[src/rtl/common_types_pkg.sv]
// common_types_pkg: shared widths, word type and multiplier FSM state encoding
package common_types_pkg;

    localparam int MULT_WORD_W = 32;
    localparam int MULT_BPC    = 1;
    localparam int MULT_ITER   = MULT_WORD_W / MULT_BPC;

    typedef logic [MULT_WORD_W-1:0] word_t;

    typedef enum logic [1:0] {
        IDLE,
        BUSY,
        DONE
    } mult_state_t;

endpackage

[src/rtl/mult_sequencer_step.sv]
// mult_step: one shift-add iteration, adds |a| * chunk aligned at shift_i into the accumulator
module mult_step #(
    parameter int WORD_W         = 32,
    parameter int BITS_PER_CYCLE = 1,
    parameter int SH_W           = 6
) (
    input  logic [2*WORD_W-1:0]       acc_i,
    input  logic [WORD_W-1:0]         a_i,
    input  logic [BITS_PER_CYCLE-1:0] chunk_i,
    input  logic [SH_W-1:0]           shift_i,
    output logic [2*WORD_W-1:0]       acc_o
);

    logic [2*WORD_W-1:0] partial;

    // Widen both factors to the accumulator width so the partial product never truncates
    always_comb begin
        partial = ({{WORD_W{1'b0}}, a_i} * {{(2*WORD_W-BITS_PER_CYCLE){1'b0}}, chunk_i}) << shift_i;
        acc_o   = acc_i + partial;
    end

endmodule

[src/rtl/mult_sequencer.sv]
// mult_sequencer: iterative shift-add multiplier with sequencing FSM for MUL/MULH/MULHSU/MULHU
module mult_sequencer
    import common_types_pkg::*;
#(
    parameter int WORD_W         = MULT_WORD_W,
    parameter int BITS_PER_CYCLE = MULT_BPC
) (
    input  logic              CLK,
    input  logic              nRST,
    input  logic              start,
    input  logic              flush,
    input  logic [WORD_W-1:0] opa,
    input  logic [WORD_W-1:0] opb,
    input  logic              mult_half,
    input  logic              signed_a,
    input  logic              signed_b,
    output logic              busy,
    output logic              done,
    output logic [WORD_W-1:0] result
);

    localparam int ITER = WORD_W / BITS_PER_CYCLE;
    localparam int CW   = (ITER > 1) ? $clog2(ITER) : 1;
    localparam int SW   = $clog2(2 * WORD_W);
    localparam int MSB  = WORD_W - 1;

    mult_state_t         state_q, state_d;
    logic [WORD_W-1:0]   a_q, a_d;
    logic [WORD_W-1:0]   b_q, b_d;
    logic                neg_q, neg_d;
    logic                half_q, half_d;
    logic [2*WORD_W-1:0] acc_q, acc_d;
    logic [CW-1:0]       cnt_q, cnt_d;
    logic [WORD_W-1:0]   result_q, result_d;

    logic [WORD_W-1:0]   a_mag, b_mag;
    logic                neg_in;
    logic                accept;
    logic [SW-1:0]       shift;
    logic [2*WORD_W-1:0] step_acc;
    logic [2*WORD_W-1:0] product;

    // Operand magnitudes; the most negative value negates to itself, which is its correct unsigned magnitude
    always_comb begin
        a_mag  = (signed_a && opa[MSB]) ? -opa : opa;
        b_mag  = (signed_b && opb[MSB]) ? -opb : opb;
        neg_in = (signed_a & opa[MSB]) ^ (signed_b & opb[MSB]);
        accept = start && !flush && (state_q == IDLE || state_q == DONE);
        shift  = SW'((ITER - 1 - int'(cnt_q)) * BITS_PER_CYCLE);
    end

    mult_step #(
        .WORD_W         (WORD_W),
        .BITS_PER_CYCLE (BITS_PER_CYCLE),
        .SH_W           (SW)
    ) u_step (
        .acc_i   (acc_q),
        .a_i     (a_q),
        .chunk_i (b_q[BITS_PER_CYCLE-1:0]),
        .shift_i (shift),
        .acc_o   (step_acc)
    );

    // Sign correction happens once, on the final accumulator value entering DONE
    always_comb product = neg_q ? -step_acc : step_acc;

    // Next-state logic: accept in IDLE/DONE, iterate in BUSY, flush drops back to IDLE
    always_comb begin
        state_d  = state_q;
        a_d      = a_q;
        b_d      = b_q;
        neg_d    = neg_q;
        half_d   = half_q;
        acc_d    = acc_q;
        cnt_d    = cnt_q;
        result_d = result_q;
        if (accept) begin
            state_d = BUSY;
            a_d     = a_mag;
            b_d     = b_mag;
            neg_d   = neg_in;
            half_d  = mult_half;
            acc_d   = '0;
            cnt_d   = CW'(ITER - 1);
        end else begin
            case (state_q)
                BUSY: begin
                    if (flush) begin
                        state_d = IDLE;
                    end else begin
                        acc_d   = step_acc;
                        b_d     = b_q >> BITS_PER_CYCLE;
                        cnt_d   = (cnt_q == '0) ? cnt_q : cnt_q - CW'(1);
                        state_d = (cnt_q == '0) ? DONE : BUSY;
                        if (cnt_q == '0)
                            result_d = half_q ? product[2*WORD_W-1:WORD_W] : product[WORD_W-1:0];
                    end
                end
                DONE:    state_d = IDLE;
                default: state_d = state_q;
            endcase
        end
    end

    // State and datapath registers, cleared asynchronously
    always_ff @(posedge CLK or negedge nRST) begin
        if (!nRST) begin
            state_q  <= IDLE;
            a_q      <= '0;
            b_q      <= '0;
            neg_q    <= 1'b0;
            half_q   <= 1'b0;
            acc_q    <= '0;
            cnt_q    <= '0;
            result_q <= '0;
        end else begin
            state_q  <= state_d;
            a_q      <= a_d;
            b_q      <= b_d;
            neg_q    <= neg_d;
            half_q   <= half_d;
            acc_q    <= acc_d;
            cnt_q    <= cnt_d;
            result_q <= result_d;
        end
    end

    // Status decodes straight from the state register
    always_comb begin
        busy   = (state_q == BUSY);
        done   = (state_q == DONE);
        result = result_q;
    end

endmodule
[config.mk]
export PLATFORM = sky130hd
export DESIGN_NAME = mult_sequencer
export DESIGN_NICKNAME = d
export VERILOG_FILES = /design/src/rtl/common_types_pkg.sv /design/src/rtl/mult_sequencer_step.sv /design/src/rtl/mult_sequencer.sv
export SDC_FILE = /design/constraint.sdc
export NUM_CORES = 1
export LEC_CHECK = 0
export BUFFER_PORTS_ARGS = -buffer_cell sky130_fd_sc_hd__buf_2
export CAP_MARGIN = 20
export CORE_UTILIZATION = 57
export CTS_CLUSTER_DIAMETER = 60
export DETAILED_ROUTE_END_ITERATION = 10
export PLACE_DENSITY = 0.76
export SKIP_LAST_GASP = 1
export SYNTH_ARGS = -nofsm -noshare
export SYNTH_HDL_FRONTEND = slang
export SYNTH_SLANG_ARGS = --single-unit
[constraint.sdc]
create_clock -name CLK -period 6.7 [get_ports CLK]
set_input_delay 1.34 -clock CLK [delete_from_list [all_inputs] [get_ports CLK]]
set_output_delay 1.34 -clock CLK [all_outputs]
set_load 0.005 [all_outputs]
# Word level (Yosys, flattened, before mapping)

Cells that the tools add are included.

Add/sub/neg operators: 6
Multiply operators: 1
Eq/ne operators: 4
Shift operators: 1
Mux-type cells: 18
Bitwise gates (word level): 5
Reductions and logical operators: 13

Operator list:

| kind                  | count |
|---|---|
| $mux W64              | 4 |
| $mux W32              | 6 |
| $add A64 B64 Y64      | 1 |
| $neg A32 Y32          | 2 |
| $neg A64 Y64          | 1 |
| $shl A33 B6 Y64       | 1 |
| $mul A32 B1 Y33       | 1 |
| $mux W5               | 4 |
| $mux W2               | 3 |
| $sub A5 B5 Y6 const A | 1 |
| $logic_not A5 Y1      | 1 |
| $sub A5 B1 Y5 const B | 1 |
| $logic_and A1 B1 Y1   | 4 |
| $pmux W2 S2           | 1 |
| $reduce_and A4 Y1     | 1 |
| $reduce_and A3 Y1     | 1 |
| $reduce_bool A3 Y1    | 1 |
| $and A1 B1 Y1         | 2 |
| $eq A2 B1 Y1 const B  | 1 |
| $eq A2 B2 Y1 const B  | 1 |
| $logic_not A2 Y1      | 1 |
| $ne A2 B1 Y1 const B  | 1 |
| $ne A2 B2 Y1 const B  | 1 |
| $not A1 Y1            | 2 |
| other kinds (5)       | 5 |

Bits in registers: 169
Bits of input ports: 71
Output and inout port bits: 34

# Depth between registers and ports, before layout

Depth in word-level cells: 6
Depth in mapped cells: 27
Mapped depth without buffers: 22

# Cells and area by module

From an unflattened synthesis, not the netlist that was laid out.

Cells, all modules: 2,046
Area total of the unflattened synthesis: 15,992.8 µm²

Modules (own cells, without submodules):

| module         | instances | cells each | area each (µm²) |
|---|---|---|---|
| mult_sequencer | 1         | 1,075      | 9,649.3 |
| mult_step      | 1         | 971        | 6,343.6 |

# Worst setup path before layout

No wires, ideal clock.

Kind: reg-to-reg
From: reg cnt_q[0]
To: reg result_q[28], in the netlist result[28]
Data arrival time: 6.275 ns
Data required time: 6.613 ns
Setup slack: 0.338 ns
Cell stages (with the launch flop): 27
Buffers on the path: 5
Clock period less this slack: 6.362 ns
Cell sequence: dfrtp_1 clkbuf_1 clkbuf_1 buf_1 mux2i_1 nand2_1 o211ai_1 nor2_1 a31oi_1 nand2_1 o21ai_0 a21oi_1 ha_1 buf_6 and4_1 and2_4 and2_1 o31a_1 or4_4 and2_4 buf_6 or4_4 or4_4 or3_4 nor3_2 mux2_1 o211ai_1

Cells in the longest elaborated chain, start to end: 6
Elaborated cells on any way between the ends: 8

RTL lines:

| item                   | RTL line                  | text |
|---|---|---|
| from (decl)            | mult_sequencer.sv:33      | `logic [CW-1:0] cnt_q, cnt_d;` |
| from (signal assigned) | mult_sequencer.sv:123     | `cnt_q <= cnt_d;` |
| $sub A5 B5 Y6          | mult_sequencer.sv:49      | `shift = SW'((ITER - 1 - int'(cnt_q)) * BITS_PER_CYCLE);` |
| $shl A33 B6 Y64        | mult_sequencer_step.sv:18 | `partial = ({{WORD_W{1'b0}}, a_i} * {{(2*WORD_W-BITS_PER_CYCLE){1'b0}}, chunk_i}) << shift_i;` |
| $add A64 B64 Y64       | mult_sequencer_step.sv:19 | `acc_o = acc_i + partial;` |
| $neg A64 Y64           | mult_sequencer.sv:65      | `always_comb product = neg_q ? -step_acc : step_acc;` |
| $mux W64               | mult_sequencer.sv:65      |  |
| $mux W32               | mult_sequencer.sv:96      | `result_d = half_q ? product[2*WORD_W-1:WORD_W] : product[WORD_W-1:0];` |
| to (signal assigned)   | mult_sequencer.sv:124     | `result_q <= result_d;` |
| to (decl)              | mult_sequencer.sv:34      | `logic [WORD_W-1:0] result_q, result_d;` |

Parallel ways exist; a longest one is shown, timed or not.
A chain may end at the register's enable or synchronous reset.

# Worst setup path in the final report

Ends and elaborated chain as after synthesis.

==> key figures <==
Layout
  • Finished Layout Cells: 2,896
  • P&R area growth vs syn: 11.4%
  • Nets: 2,634
  • Layout cells sized above 1: 0.137
  • Final instance area: 19,200 um^2

Floorplan
  • Die area: 30,900 um^2
  • # IOs: 105
  • Core ar.: 29,700 um^2
  • Starting Density: 0.580
  • Die H: 176 um
  • Floorplan row count: 63
  • Die Span X: 176 um

Critical path
  • Startpoint types: register
  • Worst EP arrival: 6.89 ns
  • Crit. End Element: register
  • Crit path max fanout: 36
  • CP required: 7.07 ns
  • Crit path kind: register to register

Drt
  • DR vias/cell: 6.69
  • DRT Pass-1 Iters: 6
  • DR WL/cell: 22.2 um
  • Via Count: 19,400
  • Total Wirelength: 64,200 um
  • Routed Antenna Nets: 0
  • Residual DRC: 0
  • DR iter-0 viols: 2,224

Synthesis
  • Syn_nets: 2,543
  • Synth Flop Type: dfrtp_1
  • Post-synthesis cell area: 17,200 um^2
  • EDFF count, synth: 0
  • Sequential area share after synthesis: 0.245
  • FFs w/ async S/R, synth: 1.00
  • #FFs+latches synth: 169
  • Mean Syn Cell Area: 7.18 um^2
  • Post-synthesis cell count: 2,401
  • Post-synth cell types: 97
  • Ys Warns: 0

Timing
  • Final setup fails: 0
  • Hold Vio Cnt, Final: 0
  • Post-layout minimum cycle time: 6.52 ns
  • Final Cycle Share: 0.973
  • Hold_ws: 0.475 ns
  • Setup tns final: 0 ns
  • Max Freq: 153 MHz
  • Worst Clk Skew: 0.0283 ns
  • Slew @ Worst Pin: 0.990 ns
  • Final Max Tran Viols: 0
  • Relative slew margins: 0.338

Placement
  • HPWL after DPL: 50,300 um
  • Placed cell count: 2,861
  • IO buf count: 104
  • Final Wtd Congestion: 1.06
  • Placed inst area: 18,600 um^2

Global route
  • Global-route congestion overflow total: 0
  • Initial antenna violation count: 0
  • Total Routing Usage GR: 0.416
  • Number of global-route vias before repair: 17,800
  • Largest net degree at the start of global routing: 79
  • First-pass GRT wire length: 99,400 um

Outcome
  • Status: finished, final reports clean

Power
  • Worst vdd ir: 185 uV
  • Static Leak: 8.46 nW
  • PD cells: 114 nW/um^2

Clock network
  • Clk_lat worst skew: 0.48 ns
  • Clock Tree Root: clkbuf_16
  • Clk sinks: 169
  • Total CTS buffers: 17
  • CTS tree: yes
  • Clock transition at path regs: 0.07 ns
  • Max clock buf depth: 2
  • H-tree levels: 4

Run
  • Max-Cap Viols: 0

Min path
  • Worst hold path class: register to register
[cells by family after synthesis]
family,count (synthesis),share of synthesized area
XOR/XNOR,126,0.0640
flip-flops,169,0.245
buffers and inverters,194,0.0457
AND/OR/NAND/NOR,1008,0.268
AO/OA/AOI/OAI,754,0.276
adder cells (fa/ha/maj),71,0.0520
multiplexers,79,0.0492
[per-stage QoR]
stage,utilization,setup WS (ns),power (mW)
after global placement,0.625,0.233,1.15
final,0.646,0.178,2.20
after floorplan,-,0.338,1.09
after detailed placement,0.625,0.138,1.16
after CTS,0.645,0.112,2.21
after global routing,0.646,-0.0759,2.26
[critical path, stage by stage (launching register included)]
cell      delay, ns
dfrtp_1        0.37
buf_12         0.23
mux2_2         0.38
nand2_1        0.07
o21ai_0        0.11
nand3_1        0.11
o21ai_0        0.17
mux2i_1        0.39
o22ai_1        0.17
ha_1           0.56
nand4_1        0.14
inv_1          0.21
o211ai_1       0.29
a211oi_1       0.74
o31ai_2        0.17
xnor2_1        0.19
or3b_4         0.48
or4_4          0.52
or3_4          0.40
nor3_2         0.21
mux2_1         0.34
o211ai_1       0.16
[metal layers]
layer	wire length [um]	global-route usage	share of wire
met5	0	0	0
met4	3770	0.234	0.059
met3	6330	0.0874	0.099
met2	28100	0.644	0.44
met1	26000	0.538	0.41
[cell type report]
class	instances	area (um^2)
diodes	1	2.50
clock buffers	19	443
clock inverters	13	153
fillers	2641	10500
inverters	39	150
multi-input cells	2038	12300
flip-flops and latches	169	4230
well taps	390	488
repair buffers	227	1470
[synth_stat cells (all sizes together) (7+ instances only)]
| master | count | area share |
|---|---|---|
| inv | 39 | 0.0085 |
| mux2i | 51 | 0.030 |
| dfrtp | 169 | 0.25 |
| nand2b | 15 | 0.0054 |
| nand3 | 54 | 0.016 |
| nor3 | 63 | 0.019 |
| o41ai | 15 | 0.0081 |
| clkbuf | 114 | 0.025 |
| or4 | 12 | 0.0059 |
| nor2b | 8 | 0.0029 |
| a221oi | 8 | 0.0041 |
| ha | 70 | 0.051 |
| and2 | 23 | 0.0086 |
| o211ai | 30 | 0.013 |
| and4 | 11 | 0.0058 |
| nand2 | 406 | 0.088 |
| o22ai | 15 | 0.0054 |
| a2111oi | 10 | 0.0070 |
| o21bai | 9 | 0.0039 |
| a211oi | 34 | 0.015 |
| xnor2 | 78 | 0.040 |
| nor3b | 8 | 0.0035 |
| a21oi | 221 | 0.066 |
| o21a | 20 | 0.0087 |
| and3 | 9 | 0.0033 |
| or3 | 26 | 0.0098 |
| o31ai | 32 | 0.015 |
| a31oi | 59 | 0.021 |
| or2 | 10 | 0.0036 |
| a21o | 33 | 0.014 |
| nand4 | 44 | 0.016 |
| nor4b | 7 | 0.0036 |
| xor2 | 48 | 0.024 |
| nor4 | 29 | 0.011 |
| mux2 | 26 | 0.017 |
| nor2 | 268 | 0.058 |
| o21ai | 206 | 0.060 |
| a22oi | 7 | 0.0030 |
| buf | 41 | 0.012 |
[flip-flops by register name, summed over array words and instances, names as in the netlist]
name,count
half_q,1
cnt_q,5
result,32
b_q,32
state_q,2
neg_q,1
a_q,32
acc_q,64
[cell usage in the layout (no fill, tap or decap), drive strengths merged, types with 10 or more instances in the layout]
master and n:
a2111oi 10, a211oi 34, a21o 33, a21oi 221
a31oi 59, and2 23, and4 11, buf 226
clkbuf 20, dfrtp 169, ha 70, inv 46
mux2 26, mux2i 51, nand2 406, nand2b 15
nand3 54, nand4 44, nor2 268, nor3 63
nor4 29, o211ai 30, o21a 20, o21ai 206
o22ai 15, o31ai 32, o41ai 15, or2 10
or3 26, or4 12, xnor2 78, xor2 48
[worst paths after layout]
path | start | endpoint | slack, ns | cells past startpoint
min reg2reg | result[26]$_DFFE_PN0P_ | result[26]$_DFFE_PN0P_ | 0.48 | 2
min | result[26]$_DFFE_PN0P_ | result[26]$_DFFE_PN0P_ | 0.48 | 2
min in group asynchronous | nRST | acc_q[7]$_DFFE_PN0P_ | 0.76 | 1
max | cnt_q[0]$_DFFE_PN0P_ | result[28]$_DFFE_PN0P_ | 0.18 | 21
max in group asynchronous | nRST | acc_q[54]$_DFFE_PN0P_ | 4.63 | 2
max reg2reg | cnt_q[0]$_DFFE_PN0P_ | result[28]$_DFFE_PN0P_ | 0.18 | 21
[power breakdown]
group | internal, mW | switching [mW]
Combinational | 0.0451 | 0.0716
Clock | 0.571 | 0.489
Sequential | 1.02 | 0
[what timing repair did]
action / CTS / global route
resized for setup: 0 / 10
buffers inserted: 0 / 1
hold buffers: 0 / 0
setup endpoints to repair: 0 / 9
(Power assumes the default switching activity.)
